[config.mk]
export PLATFORM = sky130hd
export DESIGN_NAME = debouncer_botoes
export DESIGN_NICKNAME = d
export VERILOG_FILES = /design/src/rtl/debouncer_botoes.sv
export SDC_FILE = /design/constraint.sdc
export NUM_CORES = 1
export LEC_CHECK = 0
export ABC_AREA = 1
export ABC_CLOCK_PERIOD_IN_PS = 1700
export CAP_MARGIN = 20
export CORE_MARGIN = 3
export CORE_UTILIZATION = 40
export CTS_BUF_LIST = sky130_fd_sc_hd__clkbuf_8
export DETAILED_ROUTE_END_ITERATION = 8
export PLACE_DENSITY = 0.57
export SETUP_SLACK_MARGIN = 0.3
export SLEW_MARGIN = 10
export SYNTH_ARGS = -nofsm -noshare
export SYNTH_HDL_FRONTEND = slang
export SYNTH_SLANG_ARGS = --single-unit
[constraint.sdc]
create_clock -name clk -period 1.7 [get_ports clk]
set_input_delay 0.34 -clock clk [delete_from_list [all_inputs] [get_ports clk]]
set_output_delay 0.34 -clock clk [all_outputs]
set_load 0.02 [all_outputs]
[src/rtl/debouncer_botoes.sv]
// -----------------------------------------------------------------------------
// debouncer_botoes
//
// Cleans N mechanical keys/switches into stable, clock-synchronous levels plus
// one-cycle press/release pulses. Intended to sit directly upstream of a small
// register: pulso_press drives the register enable and nivel drives the data or
// select lines. This replaces raw switches used as clocks or enables.
//
// Each channel has:
//   - a 2-FF synchronizer on the raw input;
//   - polarity normalization, so that p = 1 always means "pressed";
//   - a stable-time counter. A new level is accepted only after it has been
//     seen for CICLOS_ESTAVEIS consecutive cycles.
//
// Parameters
//   N_BOTOES         number of independent channels (>= 1)
//   CICLOS_ESTAVEIS  consecutive cycles a new level must hold (>= 1)
//   ATIVO_BAIXO      1: raw 0 = pressed; 0: raw 1 = pressed
//
// Ports
//   clk          in   1         system clock, rising edge
//   rst          in   1         asynchronous reset, active low
//   botao        in   N_BOTOES  raw asynchronous key/switch inputs
//   nivel        out  N_BOTOES  debounced level, 1 = pressed
//   pulso_press  out  N_BOTOES  1-cycle pulse when nivel[i] goes 0->1
//   pulso_solta  out  N_BOTOES  1-cycle pulse when nivel[i] goes 1->0
//   algum_press  out  1         OR of pulso_press (registered, aligned)
//
// Latency: a raw change first sampled at edge E0 appears on nivel and on the
// pulses at edge E0+1+CICLOS_ESTAVEIS, provided the raw input stays constant.
// -----------------------------------------------------------------------------
module debouncer_botoes #(
    parameter int N_BOTOES        = 4,
    parameter int CICLOS_ESTAVEIS = 1000000,
    parameter bit ATIVO_BAIXO     = 1'b1
) (
    input  logic                clk,
    input  logic                rst,
    input  logic [N_BOTOES-1:0] botao,
    output logic [N_BOTOES-1:0] nivel,
    output logic [N_BOTOES-1:0] pulso_press,
    output logic [N_BOTOES-1:0] pulso_solta,
    output logic                algum_press
);

    // The counter must be able to hold CICLOS_ESTAVEIS-1. It is cleared on
    // acceptance, so it never wraps.
    localparam int unsigned CW = (CICLOS_ESTAVEIS > 1) ? $clog2(CICLOS_ESTAVEIS + 1) : 1;
    localparam logic [CW-1:0] LIMITE  = CW'(CICLOS_ESTAVEIS - 1);

    // Raw level of a released key. The synchronizers reset to this level, so
    // a key held through reset is reported as a fresh press afterwards.
    localparam logic INATIVO = ATIVO_BAIXO;

    // Next-state press pulses of all channels, used to register algum_press.
    logic [N_BOTOES-1:0] press_d_all;
    logic                algum_q;
    logic                algum_d;

    genvar gi;
    generate
        for (gi = 0; gi < N_BOTOES; gi++) begin : g_canal
            logic          s1_q;
            logic          s2_q;
            logic          p;
            logic [CW-1:0] cnt_q;
            logic [CW-1:0] cnt_d;
            logic          nivel_q;
            logic          nivel_d;
            logic          press_q;
            logic          press_d;
            logic          solta_q;
            logic          solta_d;

            // Normalized, synchronized input: 1 = pressed.
            assign p = s2_q ^ INATIVO;

            always_comb begin
                cnt_d   = cnt_q;
                nivel_d = nivel_q;
                press_d = 1'b0;
                solta_d = 1'b0;
                if (p == nivel_q) begin
                    // Input agrees with the accepted level. Any bounce back
                    // lands here and restarts the stability window.
                    cnt_d = '0;
                end else if (cnt_q >= LIMITE) begin
                    // The new level has held long enough, so accept it and
                    // emit exactly one pulse in its direction.
                    nivel_d = p;
                    cnt_d   = '0;
                    press_d = p;
                    solta_d = ~p;
                end else begin
                    cnt_d = cnt_q + CW'(1);
                end
            end

            always_ff @(posedge clk or negedge rst) begin
                if (!rst) begin
                    s1_q    <= INATIVO;
                    s2_q    <= INATIVO;
                    cnt_q   <= '0;
                    nivel_q <= 1'b0;
                    press_q <= 1'b0;
                    solta_q <= 1'b0;
                end else begin
                    s1_q    <= botao[gi];
                    s2_q    <= s1_q;
                    cnt_q   <= cnt_d;
                    nivel_q <= nivel_d;
                    press_q <= press_d;
                    solta_q <= solta_d;
                end
            end

            assign nivel[gi]       = nivel_q;
            assign pulso_press[gi] = press_q;
            assign pulso_solta[gi] = solta_q;
            assign press_d_all[gi] = press_d;
        end
    endgenerate

    // algum_press is built from the next-state pulses so that it is
    // registered and lines up with pulso_press in the same cycle.
    assign algum_d = |press_d_all;

    always_ff @(posedge clk or negedge rst) begin
        if (!rst) begin
            algum_q <= 1'b0;
        end else begin
            algum_q <= algum_d;
        end
    end

    assign algum_press = algum_q;

endmodule

After elaboration in Yosys (flattened, before gate mapping)
Cells that the tools add are included.
{"block": "word_totals", "latch_bits": 0, "out_inout_bits": 13, "mem_bits_ro": 0, "mem_count": 0, "elab_cells": 74, "ramBits": 0, "ff_bits": 101, "inputBits": 6}
{"block": "classes", "muxes": 24, "shifts": 0, "order_cmp": 4, "reduce_logical": 5, "eq_ne": 4, "bitwise_logic": 8, "add_sub_neg": 4, "n_mul": 0, "div_mod_pow": 0}
{"op": "20-bit 2-to-1 mux", "n": 8}
{"op": "20-bit by 1-bit adder with 20-bit output, second input constant", "n": 4}
{"op": "20-bit >= comparator, second input constant", "n": 4}
{"op": "1-bit 2-to-1 mux", "n": 16}
{"op": "1-bit inverter", "n": 8}
{"op": "2-bit AND reduction", "n": 4}
{"op": "1-bit == test", "n": 4}
{"op": "4-bit OR reduction", "n": 1}

Logic depth before layout (Yosys ltp)
Gate-level depths: netlist of run 1.
{"block": "depth", "depth_word": 4, "mapped_depth": 10, "ltp_nobuf": 10}

Worst setup path after synthesis of run 1
Ideal clock, no wire load.
{"block": "synth_path", "path_kind": "reg-to-reg", "from": "register g_canal[1].cnt_q[0]", "to": "register g_canal[1].cnt_q[6]", "slack_ns": 0.187, "arrival_ns": 1.393, "n_path_buf": 1, "synth_period_minus_slack_ns": 1.513, "setup_ns": 0.120, "path_stages_with_launch": 10, "path_cell_list": "dfrtp_1 -> ha_1 -> nand3_2 -> nor2_2 -> nand4_1 -> nand2_1 -> nand2_2 -> o21ai_4 -> buf_6 -> nor2_1"}
{"block": "synth_between", "elab_chain_cells": 3, "word_cells_on_any_way": 4, "classes_between": "1 x add/sub; 1 x order compare; 2 x mux"}
{"element": "from (decl)", "line_no": "66", "rtl": "logic [CW-1:0] cnt_q;"}
{"element": "from (signal assigned)", "line_no": "110", "rtl": "cnt_q <= cnt_d;"}
{"element": "20-bit by 1-bit adder with 20-bit output or 20-bit >= comparator (tied branches)", "line_no": "95, 87"}
{"element": "20-bit 2-to-1 mux *", "line_no": "87", "rtl": "end else if (cnt_q >= LIMITE) begin"}
{"element": "20-bit 2-to-1 mux *", "line_no": "83", "rtl": "if (p == nivel_q) begin"}
{"element": "via g_canal[1].cnt_d[6]", "line_no": "67", "rtl": "logic [CW-1:0] cnt_d;"}
Mark *: on every way through the listed nets, which the timed path passes. The rest lies on a longest branch.
A chain may end at the register's enable or synchronous reset.

Worst setup path after layout of run 1
{"block": "layout_path", "from": "register g_canal[0].cnt_q[0]", "to": "register g_canal[0].cnt_q[14]"}
{"block": "layout_between", "elab_chain_cells": 3, "word_cells_on_any_way": 4, "classes_between": "1 x add/sub; 1 x order compare; 2 x mux"}
{"element": "from (decl)", "line_no": "66"}
{"element": "from (signal assigned)", "line_no": "110"}
{"element": "20-bit by 1-bit adder with 20-bit output or 20-bit >= comparator (tied branches)", "line_no": "95, 87"}
{"element": "20-bit 2-to-1 mux *", "line_no": "87"}
{"element": "20-bit 2-to-1 mux *", "line_no": "83"}
{"element": "via g_canal[0].cnt_d[14]", "line_no": "67"}
Marks and branches as above.

==> results of run 1 <==
worst max-delay path, delay by kind of cell, from the launching register on:
family        cells  cell delay [ns]
simple gates      8             0.83
flops             1             0.44
fa+ha+maj         1             0.19
through the flow:
stage,instance area [um2],power (mW),instances,setup WS [ns]
3_3_place_gp,5590,2.70,805,0.155
5_1_grt,6920,4.46,884,0.0772
4_1_cts,6370,4.30,856,0.206
2_1_floorplan,5250,2.61,629,0.266
6_report,6920,4.27,884,0.173
3_5_place_dp,5590,2.71,805,0.0610
cells in the mapped netlist (all sizes together):
library cell	instances	share of area, %
a21oi	7	0.68
xor2	37	6.3
ha	4	0.97
dfstp	8	4.1
o21bai	1	0.15
nand2	136	10
dfrtp	93	45
nor3	15	2.1
nand3b	3	0.44
xnor2	11	1.9
nand4	12	1.5
o21ai	16	2.2
o22ai	2	0.24
o2111ai	1	0.17
buf	17	2.8
o32ai	1	0.17
nor3b	2	0.39
nor4	1	0.12
a31oi	2	0.24
nand3	39	3.9
a41oi	1	0.17
nor2	154	12
o211ai	1	0.15
inv	65	4.7
routing by layer:
| layer | vias up | routed length, um | global-route usage [%] |
|---|---|---|---|
| met5 | - | 0 | 0 |
| met4 | 0 | 121 | 4.37 |
| met3 | 12 | 364 | 4.29 |
| met2 | 54 | 6080 | 28.3 |
| met1 | 2110 | 5620 | 22.0 |
| li1 | 2146 | - | - |
cell families (layout without fill, tap and decap cells):
| logic type | after synthesis | in the layout | synth area share, % |
|---|---|---|---|
| compound gates | 32 | 38 | 4.16 |
| xor+xnor | 48 | 48 | 8.12 |
| fa+ha+maj | 4 | 4 | 0.967 |
| buf+inv | 82 | 163 | 7.47 |
| flops | 101 | 101 | 49.0 |
| simple gates | 362 | 362 | 30.3 |
registers in the layout, indices dropped and copies added (netlist names):
signal           cells
g_canal.s2_q         4
g_canal.s1_q         4
g_canal.nivel_q      4
algum_press          1
g_canal.solta_q      4
g_canal.press_q      4
g_canal.cnt_q       80
power by group through the flow:
stage                     clock network (mW)  registers (mW)  logic [mW]
final                                   1.51            2.48       0.271
after global routing                    1.67            2.49       0.302
after CTS                               1.58            2.48       0.248
after detailed placement                   0            2.52       0.185
after global placement                     0            2.52       0.181
after floorplan                            0            2.51      0.0934
path summary, 6_finish.rpt:
check                                     from              endpoint  slack, ns  cells past startpoint
min reg2reg                    g_canal[0].s1_q       g_canal[0].s2_q       0.36                      0
max in group asynchronous                  rst       g_canal[2].s1_q       0.73                      3
max                        g_canal[0].cnt_q[0]  g_canal[0].cnt_q[14]       0.17                      9
min in group asynchronous                  rst  g_canal[2].cnt_q[13]       0.42                      2
max reg2reg                g_canal[0].cnt_q[0]  g_canal[0].cnt_q[14]       0.17                      9
min                                   botao[1]       g_canal[1].s1_q       0.35                      1
cell usage in the layout (no fill, tap or decap), drive strengths merged:
cell type      instances
buf                   68
o21bai                 1
a41oi                  1
dfrtp                 93
clkdlybuf4s15          5
o211ai                 1
xnor2                 11
ha                     4
nor3b                  2
clkinvlp               1
clkbuf                14
nor2                 154
nor4                   1
a21oi                  7
o22ai                  2
clkdlybuf4s50          4
nand2                136
nand3b                 3
inv                   66
a31oi                  2
o32ai                  1
o2111ai                1
nand4                 12
dlygate4sd3            1
xor2                  37
nand3                 39
dfstp                  8
nor3                  15
clkinv                 4
o21ai                 22
layout make-up:
cell class	instances	area, um2
well taps	168	210
repair inverters	1	6.26
fillers	1131	5400
clock buffers	11	151
inverters	65	249
flip-flops and latches	101	2550
clock inverters	5	42.5
repair buffers	81	728
multi-input cells	452	2970
timing repair:
item	4_1_cts	5_1_grt
hold endpoints to repair	21	0
endpoints found under the setup margin	91	94
hold buffers	1	0
cloned	7	3
setup buffers	27	25
gates resized for setup	112	118
pin swaps	30	43
==> impl_metrics.env, run 1 <==
export IMPL_status="finished, final reports clean"
export IMPL_postRouteAntennaNets=0
export IMPL_syn_instance_count=629
export IMPL_io_pins=19
export IMPL_post_drt_wl_per_cell_um=13.8
export IMPL_drv_slew=0
export IMPL_area_growth_pct=33.6
export IMPL_drive_gt1_share_pct=37.2
export IMPL_rsz0062_at_grt="yes"
export IMPL_cts_max_level=3
export IMPL_cts_num_sinks=101
export IMPL_clockBufferDepth=2
export IMPL_worstMarginPinSlew_ns=0.565
export IMPL_pwr_share_comb_pct=6.3
export IMPL_switching_share_pct=25.3
export IMPL_synthesis_area_um2=5180
export IMPL_root_buffer="clkbuf_8"
export IMPL_hpwl_um=7100
export IMPL_syn_avg_cell_area_um2=8.23
export IMPL_drt_iter0_drc=200
export IMPL_fin_setup_tns_ns=0
export IMPL_die_area_um2=14300
export IMPL_clkTransAtPathRegs_ns=0.10
export IMPL_grt_pass1_vias=4122
export IMPL_cp_cell_sequence="ha_4 -> nand3_4 -> nor2_4 -> nand4_1 -> nor2_2 -> nand2_1 -> nand2_1 -> nand2_1 -> nor2_1"
export IMPL_synth_nets=639
export IMPL_finalClockSkew_ns=0.00703
export IMPL_fp_coreArea_um2=12300
export IMPL_p_clk_share_pct=35.5
export IMPL_clkLatencyLatePin_ns=0.38
export IMPL_crit_fanout=3
export IMPL_cp_common_cell="nand2_1"
export IMPL_slew_headroom_pct=62.3
export IMPL_post_route_util_pct=56.2
export IMPL_start_util_pct=42.0
export IMPL_p_sw_mw=1.08
export IMPL_critPathKind="reg2reg"
export IMPL_cts_tree="yes"
export IMPL_antenna_cells=0
export IMPL_intPower_mw=3.19
export IMPL_die_y_um=120
export IMPL_ys_seq_elements=101
export IMPL_max_cap_viol_count=0
export IMPL_worst_setup_path_start_kind="flop"
export IMPL_seq_power_share_pct=58.2
export IMPL_power_density_nw_per_um2=617
export IMPL_routed_wl_um=12200
export IMPL_endpoint_kind="flop"
export IMPL_ys_types=37
export IMPL_grt_use_total_pct=16.9
export IMPL_io_buffers=18
export IMPL_hp_class="in2reg"
export IMPL_crit_arrival_ns=1.84
export IMPL_crit_path_max_incr_delay_ns=0.44
export IMPL_gp_congestion=0.883
export IMPL_peakVddDrop_mv=0.524
export IMPL_post_route_min_period_ns=1.53
export IMPL_die_w_um=120
export IMPL_first_pass_iters=5
export IMPL_yosysWarnings=0
export IMPL_cp_slowest_cell="dfrtp_1"
export IMPL_fin_crit_sh_pct=89.8
export IMPL_grt_overflow=0
export IMPL_cp_required_ns=2.01
export IMPL_hold_viol=0
export IMPL_routed_via_density=4.89
export IMPL_numCtsBuffers=9
export IMPL_drcViolationCount=0
export IMPL_ys_seq_area_share_pct=49.0
export IMPL_leakagePower_nw=3.07
export IMPL_antenna_found_initial=0
export IMPL_std_cell_rows=40
export IMPL_layout_nets=721
export IMPL_grt_pass1_wl_um=19500
export IMPL_timing_hold_ws_ns=0.352
export IMPL_vias=4322
export IMPL_setup_violations=0
export IMPL_fmax_mhz=655
export IMPL_grt_max_degree=32
(Power assumes the default switching activity.)
==> run 2, diff against run 1 <==
--- a/config.mk
+++ b/config.mk
@@ -12,7 +12,7 @@
 export CORE_UTILIZATION = 40
 export CTS_BUF_LIST = sky130_fd_sc_hd__clkbuf_8
 export DETAILED_ROUTE_END_ITERATION = 8
-export PLACE_DENSITY = 0.57
+export PLACE_DENSITY = 0.56
 export SETUP_SLACK_MARGIN = 0.3
 export SLEW_MARGIN = 10
 export SYNTH_ARGS = -nofsm -noshare
==> run 2 against run 1 <==
Compared with the run above:
- flip-flop and latch count unchanged
- via count increased by 1.6%
- non-clock buffer count decreased by 2
- largest power group unchanged
==> impl_metrics.env, run 2 (same netlist as run 1, synthesis figures left out) <==
export IMPL_p_sw_mw=1.04
export IMPL_start_util_pct=42.0
export IMPL_drcViolationCount=0
export IMPL_post_route_min_period_ns=1.52
export IMPL_seq_power_share_pct=58.1
export IMPL_grt_overflow=0
export IMPL_reg2reg_depth=8
export IMPL_crit_fanout=5
export IMPL_grt_pass1_vias=4279
export IMPL_numCtsBuffers=9
export IMPL_dp_slack_ns=0.0874
export IMPL_vias=4393
export IMPL_holdPathStages=0
export IMPL_layout_commonest_cell="nand2_1"
export IMPL_routed_via_density=4.96
export IMPL_drt_iter0_drc=233
export IMPL_std_cell_rows=40
export IMPL_die_y_um=120
export IMPL_area_growth_pct=32.4
export IMPL_io_buffers=18
export IMPL_ff2ff_setup_slack_ns=0.18
export IMPL_hold_viol=0
export IMPL_intPower_mw=3.23
export IMPL_post_drt_wl_per_cell_um=14.2
export IMPL_worst_setup_path_start_kind="flop"
export IMPL_first_pass_iters=4
export IMPL_clkLatencyLatePin_ns=0.38
export IMPL_regToRegStartpoint="g_canal[0].cnt_q[11]"
export IMPL_timing_hold_ws_ns=0.356
export IMPL_finalClockSkew_ns=0.00816
export IMPL_endpoint_kind="flop"
export IMPL_leakagePower_nw=3.06
export IMPL_post_route_util_pct=55.7
export IMPL_critPathKind="reg2reg"
export IMPL_die_w_um=120
export IMPL_fin_crit_sh_pct=89.2
export IMPL_pwr_share_comb_pct=6.4
export IMPL_fp_coreArea_um2=12300
export IMPL_cts_num_sinks=101
export IMPL_finalPower_mw=4.27
export IMPL_reg2reg_to="g_canal[0].nivel_q"
export IMPL_cp_required_ns=1.97
export IMPL_slew_headroom_pct=56.7
export IMPL_hp_class="reg2reg"
export IMPL_die_area_um2=14300
export IMPL_clkTransAtPathRegs_ns=0.10
export IMPL_status="finished, final reports clean"
export IMPL_fillers=1082
export IMPL_routed_wl_um=12500
export IMPL_layout_nets=723
export IMPL_worstMarginPinSlew_ns=0.649
export IMPL_io_pins=19
export IMPL_regMostFlops="g_canal.cnt_q"
export IMPL_rsz0062_at_grt="yes"
export IMPL_fin_setup_tns_ns=0
export IMPL_crit_arrival_ns=1.79
export IMPL_fin_area_um2=6850
export IMPL_drv_slew=0
export IMPL_final_cell_mix="nand2_1, nor2_1, dfrtp_1"
export IMPL_clockBufferDepth=2
export IMPL_hpwl_um=7180
export IMPL_peakVddDrop_mv=0.417
export IMPL_gp_congestion=0.876
export IMPL_largest_reg_flops=80
export IMPL_timing_final_ws_setup_ns=0.183
export IMPL_max_cap_viol_count=0
export IMPL_placedCellCount=806
export IMPL_grt_max_degree=34
export IMPL_min_from="g_canal[1].s1_q"
export IMPL_cts_max_level=3
export IMPL_antenna_cells=0
export IMPL_cts_tree="yes"
export IMPL_fmax_mhz=659
export IMPL_switching_share_pct=24.3
export IMPL_grt_pass1_wl_um=20100
export IMPL_p_clk_share_pct=35.5
export IMPL_grt_use_total_pct=17.2
export IMPL_place_area_um2=5580
export IMPL_drive_gt1_share_pct=33.6
export IMPL_setup_violations=0
export IMPL_antenna_found_initial=0
export IMPL_postRouteAntennaNets=0
export IMPL_final_cells=886
export IMPL_root_buffer="clkbuf_8"
export IMPL_min_to="g_canal[1].s2_q"
export IMPL_power_density_nw_per_um2=623
-- run 2: cell count changes in the layout (fill, tap and decap cells not counted), sizes merged --
cell | before | now
bufinv | 0 | 1
o21ai | 22 | 25
clkdlybuf4s15 | 5 | 7
buf | 68 | 65
nand2 | 136 | 137
inv | 66 | 67
clkbuf | 14 | 11
-- run 2: layout make-up --
class,instances,area (um2),area share (%)
multi-input cells,456,2980,43.5
flip-flops and latches,101,2550,37.2
repair buffers,79,658,9.60
inverters,65,251,3.67
well taps,168,210,3.07
clock buffers,9,124,1.81
clock inverters,7,68.8,1.00
repair inverters,1,7.51,0.110
-- run 2: repair_timing --
item	in CTS	in global routing
endpoints found under the hold margin	26	0
setup buffers	22	29
hold buffers	1	0
gates resized for setup	95	109
pin swaps	25	41
gates cloned	9	3
setup endpoints to repair	91	95
-- run 2: worst max path at each step --
stage / start / cells after the start / end / slack [ns]
5_1_grt: g_canal[0].cnt_q[0] / 8 / g_canal[0].cnt_q[13] / 0.08
4_1_cts: g_canal[2].nivel_q / 1 / nivel[2] / 0.19
6_report: g_canal[0].cnt_q[11] / 8 / g_canal[0].nivel_q / 0.18
2_1_floorplan: g_canal[1].cnt_q[0] / 9 / g_canal[1].cnt_q[0] / 0.27
3_3_place_gp: g_canal[2].cnt_q[2] / 6 / g_canal[2].cnt_q[15] / 0.15
3_5_place_dp: g_canal[0].cnt_q[0] / 9 / g_canal[0].cnt_q[14] / 0.09
-- run 2: routing by layer --
| layer | routed length [um] | track usage, % | part of all wire (%) | vias up |
|---|---|---|---|---|
| met2 | 6150 | 28.3 | 49 | 98 |
| met1 | 5550 | 22.0 | 44 | 2112 |
| li1 | - | - | - | 2152 |
| met5 | 0 | 0 | 0 | - |
| met4 | 292 | 5.65 | 2.3 | 0 |
| met3 | 546 | 4.71 | 4.4 | 31 |
-- run 2: power groups by stage --
stage	logic (mW)	registers, mW	clock network, mW
after detailed placement	0.183	2.52	0
after global routing	0.302	2.48	1.67
after floorplan	0.0934	2.51	0
after CTS	0.237	2.47	1.59
after global placement	0.179	2.52	0
final	0.273	2.48	1.52
-- run 2: critical path: stages (launching register included) --
cell,delay (ns)
dfrtp_2,0.45
nor2_4,0.12
nand2_1,0.09
nor2_2,0.16
nand3_2,0.13
nand3_4,0.17
clkinvlp_4,0.14
nand2_1,0.08
o21ai_1,0.05
==> run 3, diff against run 2 <==
--- a/config.mk
+++ b/config.mk
@@ -8,13 +8,14 @@
 export ABC_AREA = 1
 export ABC_CLOCK_PERIOD_IN_PS = 1700
 export CAP_MARGIN = 20
-export CORE_MARGIN = 3
+export CORE_MARGIN = 10
 export CORE_UTILIZATION = 40
 export CTS_BUF_LIST = sky130_fd_sc_hd__clkbuf_8
+export CTS_CLUSTER_SIZE = 30
 export DETAILED_ROUTE_END_ITERATION = 8
 export PLACE_DENSITY = 0.56
 export SETUP_SLACK_MARGIN = 0.3
-export SLEW_MARGIN = 10
+export SLEW_MARGIN = 40
 export SYNTH_ARGS = -nofsm -noshare
 export SYNTH_HDL_FRONTEND = slang
 export SYNTH_SLANG_ARGS = --single-unit
==> run 3 against run 2 <==
Compared with the run above:
- non-clock buffer count is 11 higher
- global-route usage is 4.0 points lower
- critical endpoint is now g_canal[2].cnt_q[16]
- clock power is 5% lower
- cell area is 1.7% higher
- largest power group unchanged
- total power is 1.3% lower
- critical path depth stayed put
- final cell count is 1.2% higher
- flip-flop and latch count stayed put
- largest cell class unchanged
==> impl_metrics.env, run 3 (same netlist as run 1, synthesis figures left out) <==
export IMPL_io_pins=19
export IMPL_grt_pass1_wl_um=19700
export IMPL_grt_overflow=0
export IMPL_die_y_um=134
export IMPL_status="finished, final reports clean"
export IMPL_fin_setup_tns_ns=0
export IMPL_dp_slack_ns=0.0972
export IMPL_power_density_nw_per_um2=605
export IMPL_gp_congestion=0.851
export IMPL_hpwl_um=7230
export IMPL_routed_wl_um=12000
export IMPL_intPower_mw=3.12
export IMPL_die_area_um2=17900
export IMPL_grt_pass1_vias=4154
export IMPL_pwr_share_comb_pct=6.7
export IMPL_fin_crit_sh_pct=86.9
export IMPL_cp_required_ns=1.99
export IMPL_crit_fanout=4
export IMPL_p_sw_mw=1.10
export IMPL_final_cell_mix="nand2_1, dfrtp_1, nor2_1"
export IMPL_routed_via_density=4.75
export IMPL_hp_class="in2reg"
export IMPL_clockBufferDepth=2
export IMPL_max_cap_viol_count=0
export IMPL_fmax_mhz=677
export IMPL_worst_setup_path_start_kind="flop"
export IMPL_cts_num_sinks=101
export IMPL_ff2ff_setup_slack_ns=0.22
export IMPL_post_drt_wl_per_cell_um=13.4
export IMPL_p_clk_share_pct=34.3
export IMPL_postRouteAntennaNets=0
export IMPL_antenna_found_initial=0
export IMPL_worstMarginPinSlew_ns=0.555
export IMPL_endpoint_kind="flop"
export IMPL_std_cell_rows=41
export IMPL_numCtsBuffers=9
export IMPL_crit_arrival_ns=1.77
export IMPL_fp_coreArea_um2=12700
export IMPL_start_util_pct=40.9
export IMPL_area_growth_pct=34.6
export IMPL_post_route_min_period_ns=1.48
export IMPL_hold_viol=0
export IMPL_root_buffer="clkbuf_8"
export IMPL_timing_final_ws_setup_ns=0.223
export IMPL_setup_violations=0
export IMPL_largest_reg_flops=80
export IMPL_die_w_um=134
export IMPL_drv_slew=0
export IMPL_io_buffers=18
export IMPL_vias=4257
export IMPL_finalClockSkew_ns=0.0142
export IMPL_cts_tree="yes"
export IMPL_cts_max_level=3
export IMPL_slew_headroom_pct=63.0
export IMPL_fillers=1113
export IMPL_layout_commonest_cell="nand2_1"
export IMPL_layout_nets=730
export IMPL_drt_iter0_drc=293
export IMPL_drive_gt1_share_pct=38.2
export IMPL_first_pass_iters=5
export IMPL_clkLatencyLatePin_ns=0.39
export IMPL_drcViolationCount=0
export IMPL_antenna_cells=0
export IMPL_switching_share_pct=26.0
export IMPL_grt_max_degree=43
export IMPL_leakagePower_nw=3.15
export IMPL_critPathKind="reg2reg"
export IMPL_peakVddDrop_mv=0.492
export IMPL_grt_use_total_pct=13.2
export IMPL_rsz0062_at_grt="yes"
export IMPL_clkTransAtPathRegs_ns=0.10
export IMPL_regMostFlops="g_canal.cnt_q"
export IMPL_seq_power_share_pct=58.9
-- run 3: cell count changes in the layout (fill, tap and decap cells not counted), moves of 4 or more --
| cell | delta |
|---|---|
| nor2_1 | -20 |
| nor2_2 | +20 |
| buf_6 | +7 |
| nand2_1 | -6 |
| buf_4 | +4 |
| nand2_4 | +4 |
| o21ai_4 | -4 |
-- run 3: through the flow --
stage	instances	hold slack (ns)	utilization, %	cell area [um2]	power, mW
after floorplan	629	0.0444	-	5250	2.61
after global placement	808	0.272	44.0	5570	2.69
after detailed placement	808	0.275	44.0	5570	2.70
after CTS	869	0.318	50.6	6410	4.24
after global routing	897	0.333	55.0	6970	4.41
final	897	0.347	55.0	6970	4.21
-- run 3: timing repair --
action / 4_1_cts / 5_1_grt
gates resized for setup: 113 / 126
setup buffers: 36 / 27
pin swaps: 37 / 55
endpoints found under the setup margin: 92 / 98
hold buffers: 1 / 0
cloned: 8 / 1
endpoints found under the hold margin: 20 / 0
-- run 3: worst paths after layout --
check,from,end,cells past startpoint
worst max-delay path,g_canal[2].cnt_q[0],g_canal[2].cnt_q[16],8
worst min-delay path,botao[0],g_canal[0].s1_q,1
min in group asynchronous,rst,g_canal[0].cnt_q[14],2
worst max register to register,g_canal[2].cnt_q[0],g_canal[2].cnt_q[16],8
max in group asynchronous,rst,g_canal[3].s2_q,3
worst min register to register,g_canal[1].s1_q,g_canal[1].s2_q,0
-- run 3: area by class of cell --
type | count | area (um2) | area share, %
Timing Repair inverter | 1 | 6.26 | 0.0898
Timing Repair Buffer | 90 | 771 | 11.1
Multi-Input combinational cell | 452 | 2990 | 42.9
Clock buffer | 9 | 124 | 1.78
Inverter | 65 | 251 | 3.61
Tap cell | 172 | 215 | 3.09
Sequential cell | 101 | 2550 | 36.6
Clock inverter | 7 | 57.6 | 0.826
-- run 3: critical path, cell delays in order (launching register included) --
cell and delay [ns]:
dfrtp_2 0.44, ha_4 0.17, nand2_4 0.06, nor2_4 0.15, nand2_4 0.09, nor3_4 0.18, nand2_1 0.10, xor2_1 0.14
nor2_1 0.05
-- run 3: power by group through the flow --
stage,logic [mW],clock network [mW],registers (mW)
after detailed placement,0.179,0,2.52
after global placement,0.176,0,2.52
final,0.283,1.45,2.48
after CTS,0.251,1.51,2.48
after global routing,0.315,1.60,2.49
after floorplan,0.0934,0,2.51
-- run 3: layer usage --
metal	vias up	part of all wire [%]	global-route usage, %
li1	2154	-	-
met1	2032	46	17.0
met2	55	49	20.8
met3	16	3.4	4.06
met4	0	1.7	3.87
met5	-	0	0
